$ cat src/rtl/yarvis_serial_alu.sv
// rtl/yarvis_serial_alu.sv - byte-serial add/sub/accumulate ALU with valid/ready streams
// Operands arrive little-endian over 8-bit beats; the result streams back the same way.
module yarvis_serial_alu #(
  parameter int WIDTH = 16
) (
  input  logic       clk,
  input  logic       rst_n,
  input  logic       in_valid,
  output logic       in_ready,
  input  logic [7:0] in_a,
  input  logic [7:0] in_b,
  input  logic [1:0] op,
  output logic       out_valid,
  input  logic       out_ready,
  output logic [7:0] out_data,
  output logic       out_last,
  output logic       carry,
  output logic       busy
);

  localparam int NBYTES = WIDTH / 8;
  localparam int CW     = (NBYTES > 1) ? $clog2(NBYTES) : 1;
  localparam logic [CW-1:0] LAST_CNT = CW'(NBYTES - 1);

  localparam logic [1:0] OP_ADD = 2'b00;
  localparam logic [1:0] OP_SUB = 2'b01;
  localparam logic [1:0] OP_ACC = 2'b10;
  localparam logic [1:0] OP_CLR = 2'b11;

  typedef enum logic [1:0] {
    S_LOAD = 2'd0,
    S_EXEC = 2'd1,
    S_OUT  = 2'd2
  } state_t;

  state_t           state_q, state_d;
  logic [CW-1:0]    cnt_q, cnt_d;
  logic [WIDTH-1:0] a_q, a_d;
  logic [WIDTH-1:0] b_q, b_d;
  logic [WIDTH-1:0] acc_q, acc_d;
  logic [WIDTH-1:0] r_q, r_d;
  logic [1:0]       op_q, op_d;
  logic             carry_q, carry_d;

  logic [WIDTH:0]   add_w;
  logic [WIDTH:0]   acc_w;
  logic [CW+2:0]    base_w;

  assign add_w  = {1'b0, a_q} + {1'b0, b_q};
  assign acc_w  = {1'b0, acc_q} + {1'b0, a_q};
  assign base_w = {cnt_q, 3'b000};

  always_ff @(posedge clk or negedge rst_n) begin
    if (!rst_n) begin
      state_q <= S_LOAD;
      cnt_q   <= '0;
      a_q     <= '0;
      b_q     <= '0;
      acc_q   <= '0;
      r_q     <= '0;
      op_q    <= OP_ADD;
      carry_q <= 1'b0;
    end else begin
      state_q <= state_d;
      cnt_q   <= cnt_d;
      a_q     <= a_d;
      b_q     <= b_d;
      acc_q   <= acc_d;
      r_q     <= r_d;
      op_q    <= op_d;
      carry_q <= carry_d;
    end
  end

  always_comb begin
    state_d   = state_q;
    cnt_d     = cnt_q;
    a_d       = a_q;
    b_d       = b_q;
    acc_d     = acc_q;
    r_d       = r_q;
    op_d      = op_q;
    carry_d   = carry_q;
    in_ready  = 1'b0;
    out_valid = 1'b0;
    out_data  = 8'h00;
    out_last  = 1'b0;

    case (state_q)
      S_LOAD: begin
        in_ready = 1'b1;
        if (in_valid) begin
          if (cnt_q == '0) begin
            op_d = op;
          end
          // A clear is a single-beat command: its data is dropped and no result follows.
          if (cnt_q == '0 && op == OP_CLR) begin
            acc_d   = '0;
            carry_d = 1'b0;
          end else begin
            a_d[base_w +: 8] = in_a;
            b_d[base_w +: 8] = in_b;
            if (cnt_q == LAST_CNT) begin
              cnt_d   = '0;
              state_d = S_EXEC;
            end else begin
              cnt_d = cnt_q + 1'b1;
            end
          end
        end
      end

      S_EXEC: begin
        case (op_q)
          OP_ADD: begin
            r_d     = add_w[WIDTH-1:0];
            carry_d = add_w[WIDTH];
          end
          OP_SUB: begin
            r_d     = a_q - b_q;
            carry_d = (a_q < b_q);
          end
          OP_ACC: begin
            acc_d   = acc_w[WIDTH-1:0];
            r_d     = acc_w[WIDTH-1:0];
            carry_d = acc_w[WIDTH];
          end
          default: begin
            r_d = r_q;
          end
        endcase
        state_d = S_OUT;
      end

      S_OUT: begin
        out_valid = 1'b1;
        out_data  = r_q[base_w +: 8];
        out_last  = (cnt_q == LAST_CNT);
        if (out_ready) begin
          if (cnt_q == LAST_CNT) begin
            cnt_d   = '0;
            state_d = S_LOAD;
          end else begin
            cnt_d = cnt_q + 1'b1;
          end
        end
      end

      default: begin
        state_d = S_LOAD;
        cnt_d   = '0;
      end
    endcase
  end

  assign carry = carry_q;
  assign busy  = !(state_q == S_LOAD && cnt_q == '0);

endmodule

$ cat config.mk
export PLATFORM = sky130hd
export DESIGN_NAME = yarvis_serial_alu
export DESIGN_NICKNAME = d
export VERILOG_FILES = /design/src/rtl/yarvis_serial_alu.sv
export SDC_FILE = /design/constraint.sdc
export NUM_CORES = 1
export LEC_CHECK = 0
export CAP_MARGIN = 20
export CORE_MARGIN = 1.5
export CORE_UTILIZATION = 50
export CTS_CLUSTER_DIAMETER = 40
export DETAILED_ROUTE_END_ITERATION = 10
export PLACE_DENSITY = 0.8
export SETUP_SLACK_MARGIN = 0.15
export SLEW_MARGIN = 10
export SYNTH_ARGS = -nofsm -noshare
export SYNTH_HDL_FRONTEND = slang
export SYNTH_SLANG_ARGS = --single-unit
export TNS_END_PERCENT = 50
$ cat constraint.sdc
create_clock -name clk -period 2.7 [get_ports clk]
set_input_delay 0.54 -clock clk [delete_from_list [all_inputs] [get_ports clk]]
set_output_delay 0.54 -clock clk [all_outputs]
set_load 0.005 [all_outputs]
### Word-level counts from Yosys, hierarchy flattened

Index checks and enable logic that the tools add are counted.

| operators by class | value |
|---|---|
| $add $sub $neg | 5 |
| order comparisons | 1 |
| eq/ne operators | 13 |
| shifts and indexed selects | 4 |
| muxes and demuxes | 26 |
| bitwise logic cells | 3 |
| reductions and logical operators | 14 |

Operators by type and width:

| operator | count |
|---|---|
| 16-bit two-way mux | 3 |
| 16-bit one-hot mux with 3 select lines | 1 |
| 16-bit by 16-bit adder with 17-bit output | 2 |
| 16-bit bitwise mux | 2 |
| 16-bit one-hot mux with 2 select lines | 1 |
| 8-bit by 6-bit variable part select with 16-bit output | 2 |
| 16-bit less-than comparator | 1 |
| 8-bit by 6-bit variable shift with 16-bit output (first input constant) | 1 |
| 16-bit by 5-bit variable part select with 8-bit output | 1 |
| 16-bit subtractor | 1 |
| 2-bit != test (second input constant) | 7 |
| 4-bit AND reduction | 3 |
| 2-bit two-way mux | 5 |
| 1-bit two-way mux | 9 |
| 8-bit two-way mux | 1 |
| 2-bit == test (second input constant) | 3 |
| 4-bit negation with 6-bit output | 1 |
| 1-bit one-hot mux with 3 select lines | 2 |
| 2-bit one-hot mux with 3 select lines | 1 |
| 3-bit AND reduction | 2 |
| 5-bit AND reduction | 1 |
| 2-bit by 1-bit == test with 1-bit output (second input constant) | 2 |
| 2-bit logical NOT | 2 |
| 4-bit != test (second input constant) | 1 |
| 8 further kinds | 11 |

| storage, ports and cells | value |
|---|---|
| register bits | 70 |
| bits of input ports | 22 |
| output and inout port bits | 13 |
| word-level logic and storage cells | 74 |

### Longest topological paths before layout

| depth | value |
|---|---|
| depth in word-level cells | 5 |
| mapped depth | 10 |
| depth with buffers taken out | 10 |

### Worst setup path before layout

Ideal clock, no wire load.

| timing | value |
|---|---|
| path kind | reg2reg |
| from | register a_q[0] |
| to | register r_q[14] |
| setup time | 0.138 ns |
| data arrival time | 2.318 ns |
| data required time | 2.562 ns |
| path slack | 0.244 ns |
| cell stages (with the launch flop) | 10 |
| path buffers | 0 |
| period minus slack after synthesis | 2.456 ns |
| path through | dfrtp_1 > ha_1 > fa_1 > nor2b_1 > o21ai_0 > o211ai_1 > a41o_1 > a221oi_1 > mux2i_1 > o211ai_1 |

| between the ends | value |
|---|---|
| longest elaborated chain between the ends | 2 |
| elaborated cells between the ends (all ways) | 4 |
| those cells by class | 3 x add/sub; 1 x mux |

RTL lines:

| element | RTL line | text |
|---|---|---|
| from (decl) | 38 | `logic [WIDTH-1:0] a_q, a_d;` |
| from (signal assigned) | 57 | `a_q <= '0;` |
| from (signal assigned) | 66 | `a_q <= a_d;` |
| 16-bit by 16-bit adder with 17-bit output, or another cell as far along | 50 | `assign acc_w = {1'b0, acc_q} + {1'b0, a_q};` |
| 16-bit one-hot mux with 3 select lines (*) | 114 | `case (op_q)` |
| to (signal assigned) | 69 | `r_q <= r_d;` |
| to (decl) | 41 | `logic [WIDTH-1:0] r_q, r_d;` |

Every way passes the cells marked *; elsewhere a longest branch is shown, timed or not.
A chain may end at the register's enable or synchronous reset.

### Final worst setup path

| timing | value |
|---|---|
| from | register a_q[5] |
| to | register r_q[11] |

Same word-level chain as after synthesis.

==> run metrics <==
status=completed; commonest non-fill, non-tap cell in the layout=dfrtp_1; Max Freq=396 MHz; Clk Latency, worst-skew pair=0.38 ns; skew final=0.00965 ns; post-synth design cell area=0.00544 sq mm; syn nets=685; Max Cap Viol=0; Distinct cells, synth=63; CTS sink cnt=70; nets=738; RSZ-0062 raised after global routing=yes; largest fanout on the critical path=5; number of enable flip-flop cells after synthesis=0; core area=0.0104 sq mm; ant diodes=0; drt drc=0; flops & latches, synth=70; Vias/cell=6.04; Mapped Avg Cell Area=8.94 sq um; Num CTS Buffers=9; Worst Path Arrival=2.84 ns; clk buf depth=2; nature of the critical path startpoint=flop; fillers=925; number of port buffers=34; total die area=0.0115 sq mm; CP Class=reg -> reg; H-tree Lvls=3; first-pass GRT wire length=25600 um; Mapped Cells=608; register area share after synthesis=0.322; Placement Setup Slack=0.0225 ns; root buf cell=clkbuf_8; final hold vios=0; HP Class=in -> async; row count=37; detailed placement HPWL=12600 um; vias in the first global route=4855; fin crit share=0.936; Synth async-reset ratio=1.00; fin crit period=2.53 ns; total number of vias=4841; final-report setup violation count=0; initial antenna violation count=0; Routed WL=15900 um; share of layout cells above drive strength 1=0.165; commonest non-fill, non-tap cells in the layout=dfrtp_1 (68), nand2_1 (49), nor2_1 (47); Pins Over Slew Limit=0; setup TNS=0 ns; GRT overflow=0; Wirelength per Cell=19.8 um; Post-DRT Antenna Nets=0; routability cong.=0.934; Die Width=107 um; die height=107 um; Ys Warns=0; worst setup margin=0.172 ns; gr usage total=0.294; num ports=35; worst slew pin tran=0.729 ns; drt initial violations=450; Req. time, crit path=3.01 ns; pin count of the biggest net entering global routing=40; crit end category=flop; DR pass1 iterations=5; Post-synth top flop=dfrtp_1; CTS tree=built; initial core utilization=0.522; Area Overhead vs Synth=18.6%; cts hold-fix bufs=0; Clock transition at path regs=0.08 ns; max_slew headroom=0.514
registers in the layout, summed over array words and instances, names as in the netlist:
register,cells
state_q,2
carry,1
b_q,16
a_q,16
op_q,2
acc_q,16
r_q,16
cnt_q,1
area by class of cell:
| class | count | area (sq um) | share of cell area |
|---|---|---|---|
| Clock buffer | 12 | 145 | 0.0225 |
| Tap cell | 136 | 170 | 0.0264 |
| Sequential cell | 70 | 1750 | 0.272 |
| Clock inverter | 4 | 70.1 | 0.0109 |
| Multi-Input combinational cell | 470 | 3540 | 0.549 |
| Timing Repair Buffer | 70 | 618 | 0.0959 |
| Inverter | 40 | 150 | 0.0233 |
final timing paths:
kind	from	to	slack (ns)	cells past startpoint
max	a_q[5]	r_q[11]	0.17	8
min	rst_n	b_q[12]	0.21	1
max reg2reg	a_q[5]	r_q[11]	0.17	8
min reg2reg	r_q[7]	r_q[7]	0.48	1
max in group asynchronous	rst_n	r_q[2]	1.82	2
min in group clk	r_q[7]	r_q[7]	0.48	1
layer usage:
layer | GRT usage | share of wire | vias up | wire length [um]
met5 | 0 | 0 | - | 0
met4 | 0.114 | 0.028 | 0 | 437
met3 | 0.0442 | 0.058 | 31 | 925
met2 | 0.484 | 0.47 | 164 | 7510
met1 | 0.390 | 0.44 | 2345 | 6980
li1 | - | - | 2301 | -
repair_timing:
| item | 4_1_cts | 5_1_grt |
|---|---|---|
| endpoints found under the hold margin | 0 | 0 |
| setup buffers | 1 | 2 |
| pin swaps | 4 | 11 |
| gates resized for setup | 6 | 25 |
| endpoints found under the setup margin | 3 | 12 |
synthesized netlist by cell type, types with 3 or more instances:
library cell  count  area, sq um
a21oi_1          45          225
clkbuf_1         19         71.3
nor2_1           48          180
ha_1             52          651
a31oi_1           5         31.3
o211ai_1          9         67.6
a22o_1           11         96.3
a2bb2oi_1         3         26.3
mux2_2           24          270
o21ai_0          41          205
nand3_1           6         30.0
a221oi_1          3         26.3
and3_1            4         25.0
inv_1            39          146
o21bai_1          3         22.5
buf_2             6         30.0
o221ai_1          3         26.3
xor2_1           11         96.3
a22oi_1           8         60.1
nor3_1           11         55.1
a21o_1           10         75.1
nor2b_1           9         56.3
nand2b_1         11         68.8
o31ai_1          12         90.1
dfrtp_1          70         1750
nor4_1            4         25.0
o21a_1            5         37.5
xnor2_1          28          245
nand2_1          49          184
fa_1              3         60.1
and2_1            3         18.8
mux2i_1          10          100
a211oi_1          7         52.6
worst max-delay path, stage by stage (launching register included):
cell and delay [ns]:
dfrtp_1 0.54, ha_1 0.31, o21ai_0 0.14, a2111oi_0 0.47
o21ai_1 0.24, nor2b_1 0.20, xnor2_1 0.29, a22oi_1 0.12
o21ai_1 0.13
per-stage QoR:
step           hold slack, ns  cells  utilization  area, sq um
2_1_floorplan           0.244    608            -         5440
3_3_place_gp            0.463    783        0.583         6080
3_5_place_dp            0.469    783        0.583         6080
4_1_cts                 0.237    800        0.608         6330
5_1_grt                 0.284    802        0.619         6450
6_report                0.210    802        0.619         6450
cells by family (layout without fill, tap and decap cells):
kind of cell    Yosys count  count (layout)  synth area share
mux                      34              34            0.0681
flops                    70              70             0.322
compound gates          190             190             0.237
simple gates            152             152             0.129
buf+inv                  68             126            0.0511
fa+ha+maj                55              55             0.131
xor+xnor                 39              39            0.0628
Power is left out: the tool's default activity adds up to more than one toggle a clock period on the data nets, which glitch-free logic cannot reach.
